`config.mk`:
```
export PLATFORM = sky130hd
export DESIGN_NAME = demux2_stream
export DESIGN_NICKNAME = d
export VERILOG_FILES = /design/src/rtl/demux2_stream_pkg.sv /design/src/rtl/stream_slot.sv /design/src/rtl/demux2_stream.sv
export SDC_FILE = /design/constraint.sdc
export NUM_CORES = 1
export LEC_CHECK = 0
export BUFFER_PORTS_ARGS = -buffer_cell sky130_fd_sc_hd__buf_2
export CELL_PAD_IN_SITES_DETAIL_PLACEMENT = 0
export CELL_PAD_IN_SITES_GLOBAL_PLACEMENT = 1
export CORE_MARGIN = 2
export CORE_UTILIZATION = 36
export CTS_CLUSTER_DIAMETER = 80
export DETAILED_ROUTE_END_ITERATION = 6
export PLACE_DENSITY = 0.83
export SLEW_MARGIN = 15
export SYNTH_ARGS = -nofsm -noshare
export SYNTH_HDL_FRONTEND = slang
export SYNTH_SLANG_ARGS = --single-unit
```
`constraint.sdc`:
```
create_clock -name clk -period 1.7 [get_ports clk]
set_input_delay 0.085 -clock clk [delete_from_list [all_inputs] [get_ports clk]]
set_output_delay 0.085 -clock clk [all_outputs]
set_load 0.03 [all_outputs]
```
`src/rtl/demux2_stream_pkg.sv`:
```
// demux2_stream_pkg: channel select codes and slot state shared by the demux and its slots
package demux2_stream_pkg;
    localparam logic SEL_A = 1'b0;
    localparam logic SEL_B = 1'b1;
    typedef enum logic {EMPTY = 1'b0, FULL = 1'b1} slot_state_e;
endpackage

```
`src/rtl/stream_slot.sv`:
```
// stream_slot: one-entry valid/ready register slice with a wrapping delivered-byte counter
module stream_slot
    import demux2_stream_pkg::*;
#(
    parameter int WIDTH     = 8,
    parameter int CNT_WIDTH = 16
) (
    input  logic                 clk,
    input  logic                 areset_n,
    input  logic                 load,
    input  logic [WIDTH-1:0]     load_data,
    output logic                 valid,
    input  logic                 ready,
    output logic [WIDTH-1:0]     data,
    output logic [CNT_WIDTH-1:0] count
);
    slot_state_e state, state_nxt;
    always_ff @(posedge clk or negedge areset_n)
        if (!areset_n) state <= EMPTY;
        else state <= state_nxt;
    // a load always wins: the producer only loads when the slot is empty or draining
    always_comb begin
        state_nxt = state;
        state_nxt = load ? FULL : (state == FULL && ready) ? EMPTY : state;
    end
    assign valid = (state == FULL);
    always_ff @(posedge clk)
        if (load) data <= load_data;
    always_ff @(posedge clk or negedge areset_n)
        if (!areset_n) count <= '0;
        else if (valid && ready) count <= count + 1'b1;
endmodule

```
`src/rtl/demux2_stream.sv`:
```
// demux2_stream: 1-to-2 byte-stream demultiplexer; in_sel steers each accepted byte to slot A or B
module demux2_stream
    import demux2_stream_pkg::*;
#(
    parameter int WIDTH     = 8,
    parameter int CNT_WIDTH = 16
) (
    input  logic                 clk,
    input  logic                 areset_n,
    input  logic                 in_valid,
    output logic                 in_ready,
    input  logic [WIDTH-1:0]     in_data,
    input  logic                 in_sel,
    output logic                 a_valid,
    input  logic                 a_ready,
    output logic [WIDTH-1:0]     a_data,
    output logic                 b_valid,
    input  logic                 b_ready,
    output logic [WIDTH-1:0]     b_data,
    output logic [CNT_WIDTH-1:0] a_count,
    output logic [CNT_WIDTH-1:0] b_count
);
    logic in_fire;
    // head-of-line: only the selected slot's readiness matters
    assign in_ready = (in_sel == SEL_B) ? (~b_valid | b_ready) : (~a_valid | a_ready);
    assign in_fire  = in_valid & in_ready;

    stream_slot #(.WIDTH(WIDTH), .CNT_WIDTH(CNT_WIDTH)) u_slot_a (
        .clk(clk), .areset_n(areset_n), .load(in_fire & (in_sel == SEL_A)), .load_data(in_data),
        .valid(a_valid), .ready(a_ready), .data(a_data), .count(a_count)
    );

    stream_slot #(.WIDTH(WIDTH), .CNT_WIDTH(CNT_WIDTH)) u_slot_b (
        .clk(clk), .areset_n(areset_n), .load(in_fire & (in_sel == SEL_B)), .load_data(in_data),
        .valid(b_valid), .ready(b_ready), .data(b_data), .count(b_count)
    );
endmodule

```
==> results of run 1 <==
[stage by stage]
step / worst slack [ns] / power, mW / std cells / utilization, %
5_1_grt: 0.05259 / 3.181 / 303 / 48.49
3_5_place_dp: 0.2119 / 2.388 / 286 / 45.40
2_1_floorplan: 0.06560 / 2.121 / 145 / -
4_1_cts: 0.2034 / 3.061 / 303 / 48.49
3_3_place_gp: 0.2486 / 2.371 / 286 / 45.40
6_report: 0.2221 / 3.014 / 303 / 48.49
[per-layer routing]
layer,track usage (%),wire length (um),part of all wire (%)
met5,0,0,0
met4,5.172,62,1.6
met3,3.507,169,4.3
met2,23.39,1991,51
met1,17.51,1716,44
[flip-flops by register name (all words and copies together), names as in the netlist]
name            flops
u_slot_a.count     16
u_slot_b.count     16
u_slot_a.data       8
u_slot_b.data       8
u_slot_a.valid      1
u_slot_b.valid      1
[cell usage in the layout (no fill, tap or decap), types with 2 or more instances in the layout]
| cell type | netlist | final |
|---|---|---|
| and3_1 | 3 | 3 |
| buf_2 | 0 | 64 |
| buf_4 | 0 | 5 |
| clkbuf_8 | 0 | 5 |
| clkinv_1 | 0 | 3 |
| dfrtp_1 | 34 | 34 |
| dlygate4sd3_1 | 0 | 9 |
| edfxtp_1 | 16 | 16 |
| ha_1 | 2 | 2 |
| inv_1 | 4 | 4 |
| mux2_2 | 2 | 2 |
| nand2_1 | 16 | 16 |
| nand3_1 | 7 | 7 |
| nand4_1 | 2 | 2 |
| nand4_2 | 2 | 2 |
| nor2_1 | 9 | 9 |
| nor3_1 | 2 | 2 |
| nor3_2 | 2 | 2 |
| nor4_4 | 3 | 3 |
| xnor2_1 | 16 | 16 |
| xor2_1 | 14 | 14 |
[where the power goes]
part           internal [mW]  leakage, nW  switching [mW]  total, mW
logic                  0.264        0.694           0.511      0.775
registers               1.39        0.603           0.202       1.59
clock network          0.276       0.0407           0.371      0.647
[worst reg2reg max path: cells and delay by family, from the launching register on]
kind                     cells  cell delay (ns)
AND/OR/NAND/NOR              3             0.59
adder cells (fa/ha/maj)      1             0.22
XOR/XNOR                     1             0.14
flip-flops                   1             0.43
[layout make-up]
class,count,area (um2),area share [%]
flip-flops and latches,50,1331,49.86
inverters,4,15.01,0.5623
repair buffers,78,447.9,16.78
clock inverters,3,11.26,0.4217
multi-input cells,91,705.7,26.43
clock buffers,5,68.82,2.577
well taps,72,90.09,3.374
[worst paths after layout]
check / startpoint / endpoint / slack [ns] / cells after the start
worst max register to register: u_slot_b.count[0] / u_slot_b.count[12] / 0.22 / 5
max in group asynchronous: areset_n / u_slot_b.valid / 1.04 / 3
min in group asynchronous: areset_n / u_slot_a.count[7] / 0.35 / 3
worst min-delay path: in_valid / u_slot_b.valid / 0.03 / 3
worst max-delay path: u_slot_b.count[0] / u_slot_b.count[12] / 0.22 / 5
worst min register to register: u_slot_a.count[15] / u_slot_a.count[15] / 0.46 / 1
[cells by family after synthesis]
kind of cell	synth area share (%)
AOI/OAI and AO/OA	0.7943
adders and majority gates	1.222
and+or+nand+nor	18.28
xor gates and xnor gates	12.84
buffers and inverters	0.7333
DFF	65.04
muxes	1.100
==> results.yml, run 1 <==
run_status:
  status: "completed"
clock_tree:
  numClockSinks: 50
  cts_tree: "done"
  clk_pin_slew_worst_paths_ns: 0.09
  clock_latency_ns: 0.29
  cts_resized: 0
  post_cts_buffers: 0
  cts_buffer_depth: 2
  clock-root-buffer: "clkbuf_8"
  cts_buffers: 5
  cts-hold-fix-buffers: 9
  htree_levels: 2
route:
  first_pass_iters: 4
  num_vias: 1387
  drt-initial-drc-count: 47
  wl_per_cell_um: 13.00
  wl_um: 3939
  drc: 0
  detail-route-antenna-nets: 0
  viasPerCell: 4.578
synth:
  synth_async_sr_flop_share_pct: 68.00
  synth_edf_count: 16
  synth_area_per_cell_um2: 14.12
  syn_inst: 145
  synth.cells.most_frequent: "dfrtp_1 (34), edfxtp_1 (16), nand2_1 (16), xnor2_1 (16), xor2_1 (14)"
  syn_area_um2: 2047
  syn_nets: 161
  yosys_register_bits: 50
  synth_area_leaders: "dfrtp_1 (42%), edfxtp_1 (23%), xnor2_1 (6.8%)"
  ys.flop_type: "dfrtp_1"
  ys_seq_area_share_pct: 65.04
  synth_top_cell_by_area: "dfrtp_1"
  synth_top_area_share_pct: 41.56
  ys_warn_count: 0
  synth.distinct_cells: 27
  yosysMostFrequentCell: "dfrtp_1"
final_layout:
  final.fill_count: 514
  finalInstanceArea_um2: 2670
  fin_nets: 246
  drive_gt1_share_pct: 38.53
  area_delta_synth_final_pct: 30.44
  diodes: 0
die:
  num_rows: 27
  die_y_um: 79.41
  start_util_pct: 37.17
  fp.coreArea_um2: 5507
  dieArea_um2: 6305
  ios: 65
  die_x_um: 79.41
critical_path:
  worstPathRequired_ns: 1.89
  crit_family: "simple AND/OR/NAND/NOR gates"
  critPathMaxFanout: 4
  cpPeakStageDelay_ns: 0.43
  worstPathCellList: "ha_1 > nand3_4 > nor4_4 > nand4_1 > xnor2_1"
  cp_num_buf_inv: 0
  cp-start-kind: "flop"
  end_kind: "flop"
  arrival_ns: 1.66
  path_class: "reg -> reg"
  critPathSlowestCell: "dfrtp_1"
sta:
  fin_crit_sh_pct: 86.94
  hold_viol_final: 0
  tightestPinTransition_ns: 0.4381
  fin_setup_tns_ns: 0
  setup_viol: 0
  drv_slew: 0
  clock_skew_ns: 0.004916
  rsz0062_at_grt: "no"
  min_period_ns: 1.478
  max-slew-margin-rel_pct: 70.79
  max_freq_mhz: 676.6
  timing.hold.ws_ns: 0.03376
place:
  dpl.hpwl_um: 2894
  gp_congestion: 0.7250
  dpl_cell_area_um2: 2500
  io_buffers: 64
power:
  peakVddDrop_uv: 674.8
  leakage_nw: 1.338
  power-per-cell-area_nw_per_um2: 1129
grt:
  antenna_found_initial: 0
  grt_pass1_wl_um: 6824
  grt.overflow.total: 0
  grt_pass1_vias: 1410
  grt_max_degree: 35
  grt_usage_pct: 13.98
hold_path:
  hp-class: "in -> reg"
run:
  drv_cap: 0
Power figures use the tool's default switching activity.
==> run 2: changes to the inputs <==
--- a/config.mk
+++ b/config.mk
@@ -8,10 +8,11 @@
 export BUFFER_PORTS_ARGS = -buffer_cell sky130_fd_sc_hd__buf_2
 export CELL_PAD_IN_SITES_DETAIL_PLACEMENT = 0
 export CELL_PAD_IN_SITES_GLOBAL_PLACEMENT = 1
-export CORE_MARGIN = 2
+export CORE_MARGIN = 4
 export CORE_UTILIZATION = 36
 export CTS_CLUSTER_DIAMETER = 80
 export DETAILED_ROUTE_END_ITERATION = 6
+export GPL_ROUTABILITY_DRIVEN = 0
 export PLACE_DENSITY = 0.83
 export SLEW_MARGIN = 15
 export SYNTH_ARGS = -nofsm -noshare
==> constraint.sdc (replaced) <==
create_clock -name clk -period 1.7 [get_ports clk]
set_input_delay 0.17 -clock clk [delete_from_list [all_inputs] [get_ports clk]]
set_output_delay 0.17 -clock clk [all_outputs]
set_load 0.03 [all_outputs]
==> results.yml, run 2 (synthesis results as in run 1) <==
final_layout:
  fin_nets: 238
  mostFrequentLayoutCell: "buf_2"
  final.fill_count: 522
  drive_gt1_share_pct: 40.36
  layout_common_cells: "buf_2 (64), dfrtp_1 (34), nand2_1 (16), xnor2_1 (16), edfxtp_1 (16)"
  utilization_pct: 47.06
  area_delta_synth_final_pct: 26.59
  layoutNonFillerInstCount: 295
  multiInputGateArea_um2: 705.7
  diodes: 0
  register_area_um2: 1331
  top_regs: "u_slot_a.count (16), u_slot_b.count (16)"
sta:
  tightestPinTransition_ns: 0.4424
  rsz0062_at_grt: "no"
  setup_viol: 0
  timing.final.ws_setup_ns: 0.2062
  max_freq_mhz: 669.5
  min_period_ns: 1.494
  hold_viol_final: 0
  fin_setup_tns_ns: 0
  fin_crit_sh_pct: 87.87
  drv_slew: 0
  max-slew-margin-rel_pct: 70.51
  clock_skew_ns: 0.003487
clock_tree:
  numClockSinks: 50
  cts_buffers: 5
  clock_latency_ns: 0.30
  htree_levels: 2
  clk_pin_slew_worst_paths_ns: 0.09
  cts_buffer_depth: 2
  cts_tree: "done"
  clock-root-buffer: "clkbuf_8"
  post_cts_buffers: 0
grt:
  grt_max_degree: 35
  grt_pass1_vias: 1390
  grt_pass1_wl_um: 6844
  antenna_found_initial: 0
  grt_usage_pct: 12.58
  grt.overflow.total: 0
critical_path:
  cp_num_buf_inv: 0
  worstPathCellList: "ha_1 > nand3_4 > nor4_4 > nand4_1 > xnor2_1"
  cp-start-kind: "flop"
  critPathSlowestCell: "dfrtp_1"
  rr_startpoint: "u_slot_b.count[0]"
  setup.worst_path.start: "u_slot_b.count[0]"
  arrival_ns: 1.68
  path_class: "reg -> reg"
  critPathMaxFanout: 4
  end_kind: "flop"
  worstPathRequired_ns: 1.89
  crit_family: "simple AND/OR/NAND/NOR gates"
  cpPeakStageDelay_ns: 0.42
die:
  dieArea_um2: 6956
  fp.coreArea_um2: 5507
  start_util_pct: 37.17
  die_y_um: 83.41
  die_x_um: 83.41
  num_rows: 27
  ios: 65
power:
  power-per-cell-area_nw_per_um2: 1166
  peakVddDrop_uv: 524.0
  power.total_mw: 3.020
  leakage_nw: 1.307
route:
  detail-route-antenna-nets: 0
  num_vias: 1340
  drt-initial-drc-count: 47
  wl_um: 3999
  first_pass_iters: 4
  viasPerCell: 4.542
  drc: 0
  wl_per_cell_um: 13.56
hold_path:
  hp-class: "in -> reg"
  worstHoldStart: "in_data[7]"
place:
  placed_cells: 286
  io_buffers: 64
  place_ws_ns: 0.2276
  dpl.hpwl_um: 2993
run_status:
  status: "completed"
run:
  drv_cap: 0
==> run 2: cell types whose count changed in the layout (fill, tap and decap cells not counted) <==
| cell | delta |
|---|---|
| clkbuf_1 | +1 |
| clkinv_1 | -2 |
| clkinv_2 | +1 |
| dlygate4sd3_1 | -8 |
==> run 2: path summary, 6_finish.rpt <==
kind	cells past startpoint	slack, ns	end
max	5	0.21	u_slot_b.count[12]
min reg2reg	1	0.47	u_slot_a.count[15]
max in group asynchronous	3	0.96	u_slot_a.count[13]
min	1	0.05	u_slot_a.data[7]
min in group asynchronous	3	0.43	u_slot_a.count[8]
max reg2reg	5	0.21	u_slot_b.count[12]
==> run 2: where the power goes <==
| part | leakage, nW | internal [mW] | switching (mW) |
|---|---|---|---|
| logic | 0.661 | 0.252 | 0.516 |
| clock network | 0.0426 | 0.284 | 0.375 |
| registers | 0.603 | 1.39 | 0.203 |
==> run 2: layout make-up <==
class | instances | share of cell area [%]
clock buffers | 6 | 2.801
clock inverters | 2 | 0.3380
inverters | 4 | 0.5794
multi-input cells | 91 | 27.23
flip-flops and latches | 50 | 51.38
well taps | 72 | 3.477
repair buffers | 70 | 14.20
==> run 2: what timing repair did <==
action,4_1_cts,5_1_grt
gates resized for setup,0,0
hold buffers,1,0
endpoints found under the hold margin,34,0
==> run 2: through the flow <==
| stage | instance area, um2 | hold slack (ns) |
|---|---|---|
| detailed placement | 2500 | 0.2316 |
| global route | 2591 | 0.03366 |
| floorplan | 2052 | -0.1256 |
| CTS | 2591 | 0.04012 |
| finish | 2591 | 0.05251 |
| global placement | 2500 | 0.2320 |
==> run 2: layer usage <==
metal / wire [um] / up-vias / global-route usage (%)
met2: 1964 / 35 / 20.77
met3: 234 / 7 / 3.472
met1: 1696 / 641 / 14.46
met5: 0 / - / 0
met4: 103 / 0 / 7.578
li1: - / 657 / -
==> run 3: changes to the inputs <==
--- a/config.mk
+++ b/config.mk
@@ -13,7 +13,7 @@
 export CTS_CLUSTER_DIAMETER = 80
 export DETAILED_ROUTE_END_ITERATION = 6
 export GPL_ROUTABILITY_DRIVEN = 0
-export PLACE_DENSITY = 0.83
+export PLACE_DENSITY_LB_ADDON = 0.1
 export SLEW_MARGIN = 15
 export SYNTH_ARGS = -nofsm -noshare
 export SYNTH_HDL_FRONTEND = slang
==> results.yml, run 3 (synthesis results as in run 1) <==
clock_tree:
  cts_tree: "done"
  numClockSinks: 50
  cts_buffer_depth: 2
  clock_latency_ns: 0.30
  cts_buffers: 5
  clock-root-buffer: "clkbuf_8"
  clk_pin_slew_worst_paths_ns: 0.09
  htree_levels: 2
run_status:
  status: "completed"
grt:
  antenna_found_initial: 0
  grt_usage_pct: 12.68
  grt.overflow.total: 0
  grt_max_degree: 22
  grt_pass1_vias: 1441
  grt_pass1_wl_um: 7079
die:
  start_util_pct: 37.17
  num_rows: 27
  fp.coreArea_um2: 5507
  die_x_um: 83.41
  ios: 65
  dieArea_um2: 6956
  die_y_um: 83.41
route:
  wl_um: 4057
  wl_per_cell_um: 13.75
  viasPerCell: 4.586
  first_pass_iters: 4
  wl_met3_um: 277
  drt-initial-drc-count: 50
  detail-route-antenna-nets: 0
  wl_met1_um: 1787
  met2_length_um: 1930
  highest_layer: "met4"
  drc: 0
  num_vias: 1353
final_layout:
  drive_gt1_share_pct: 41.26
  finalInstanceArea_um2: 2633
  mostFrequentLayoutCell: "buf_2"
  final.fill_count: 501
  area_delta_synth_final_pct: 28.61
  layoutNonFillerInstCount: 295
  multiInputGateArea_um2: 714.4
  diodes: 0
  top_regs: "u_slot_a.count (16), u_slot_b.count (16)"
  layout_common_cells: "buf_2 (64), dfrtp_1 (34), nand2_1 (16), xnor2_1 (16), edfxtp_1 (16)"
  register_area_um2: 1331
  fin_nets: 238
power:
  leakage_nw: 1.332
  intPower_mw: 2.079
  p_sw_share_pct: 34.53
  peakVddDrop_uv: 590.7
  power.total_mw: 3.176
  power-per-cell-area_nw_per_um2: 1206
  comb_power_share_pct: 24.3
  pwr-share-seq_pct: 50.0
  power_frac_clock_pct: 25.7
  p_sw_mw: 1.096
sta:
  min_period_ns: 1.527
  clock_skew_ns: 0.006523
  drv_slew: 0
  max-slew-margin-rel_pct: 65.46
  tightestPinTransition_ns: 0.5180
  hold_viol_final: 0
  max_freq_mhz: 655.0
  setup_viol: 0
  fin_crit_sh_pct: 89.81
  fin_setup_tns_ns: 0
place:
  dpl_cell_area_um2: 2500
  io_buffers: 64
  dpl.hpwl_um: 3093
  placed_cells: 286
critical_path:
  arrival_ns: 1.71
  worstPathRequired_ns: 1.88
  cp-start-kind: "flop"
  end_kind: "flop"
  path_class: "reg -> reg"
  critPathMaxFanout: 5
hold_path:
  hp-class: "in -> reg"
run:
  drv_cap: 0
## run 3: cell count changes in the layout (fill, tap and decap cells not counted), sizes merged
cell,before,now
clkinv,2,0
clkinvlp,0,2
bufinv,0,1
clkbuf,6,5
## run 3: per-stage QoR
| stage | utilization, % | hold WS, ns | worst slack [ns] |
|---|---|---|---|
| finish | 47.81 | 0.05648 | 0.1733 |
| global route | 47.81 | 0.03307 | -0.003176 |
| CTS | 47.65 | 0.03795 | 0.1112 |
| detailed placement | 45.40 | 0.1836 | 0.1428 |
| global placement | 45.40 | 0.1732 | 0.1761 |
| floorplan | - | -0.1256 | 0.06560 |
## run 3: final timing paths
check                                          end  cells past startpoint  slack, ns               start
max in group asynchronous       u_slot_a.count[12]                      3       0.80            areset_n
worst min register to register  u_slot_b.count[15]                      1       0.48  u_slot_b.count[15]
worst max register to register  u_slot_a.count[12]                      5       0.17   u_slot_a.count[0]
worst min-delay path              u_slot_a.data[5]                      1       0.06          in_data[5]
min in group asynchronous        u_slot_b.count[6]                      2       0.37            areset_n
worst max-delay path            u_slot_a.count[12]                      5       0.17   u_slot_a.count[0]
## run 3: final cells by class
| type | instances | area share (%) |
|---|---|---|
| Multi-Input combinational cell | 91 | 27.14 |
| Timing Repair Buffer | 70 | 13.97 |
| Clock inverter | 3 | 1.711 |
| Sequential cell | 50 | 50.57 |
| Inverter | 4 | 0.5703 |
| Clock buffer | 5 | 2.614 |
| Tap cell | 72 | 3.422 |
## run 3: layer usage
layer  up-vias  GRT usage, %
li1        649             -
met1       658         16.19
met2        40         20.12
met3         6         4.167
met4         0         4.458
met5         -             0
## run 3: timing repair
item / 4_1_cts / 5_1_grt
hold buffers: 1 / 0
hold endpoints to repair: 19 / 0
endpoints found under the setup margin: 0 / 2
gates resized for setup: 0 / 1
setup buffers: 0 / 0
## run 3: worst max-delay path: stages (launching register included)
cell     delay [ns]
dfrtp_1        0.44
ha_1           0.18
nand3_1        0.23
nor4_4         0.32
nand2_1        0.11
xnor2_1        0.13
## run 3: power groups by stage
| stage | registers, mW | logic, mW | clock network (mW) |
|---|---|---|---|
| final | 1.59 | 0.772 | 0.816 |
| after global routing | 1.62 | 0.842 | 0.902 |
| after CTS | 1.59 | 0.784 | 0.852 |
| after detailed placement | 1.62 | 0.780 | 0 |
| after global placement | 1.60 | 0.762 | 0 |
| after floorplan | 1.89 | 0.234 | 0 |
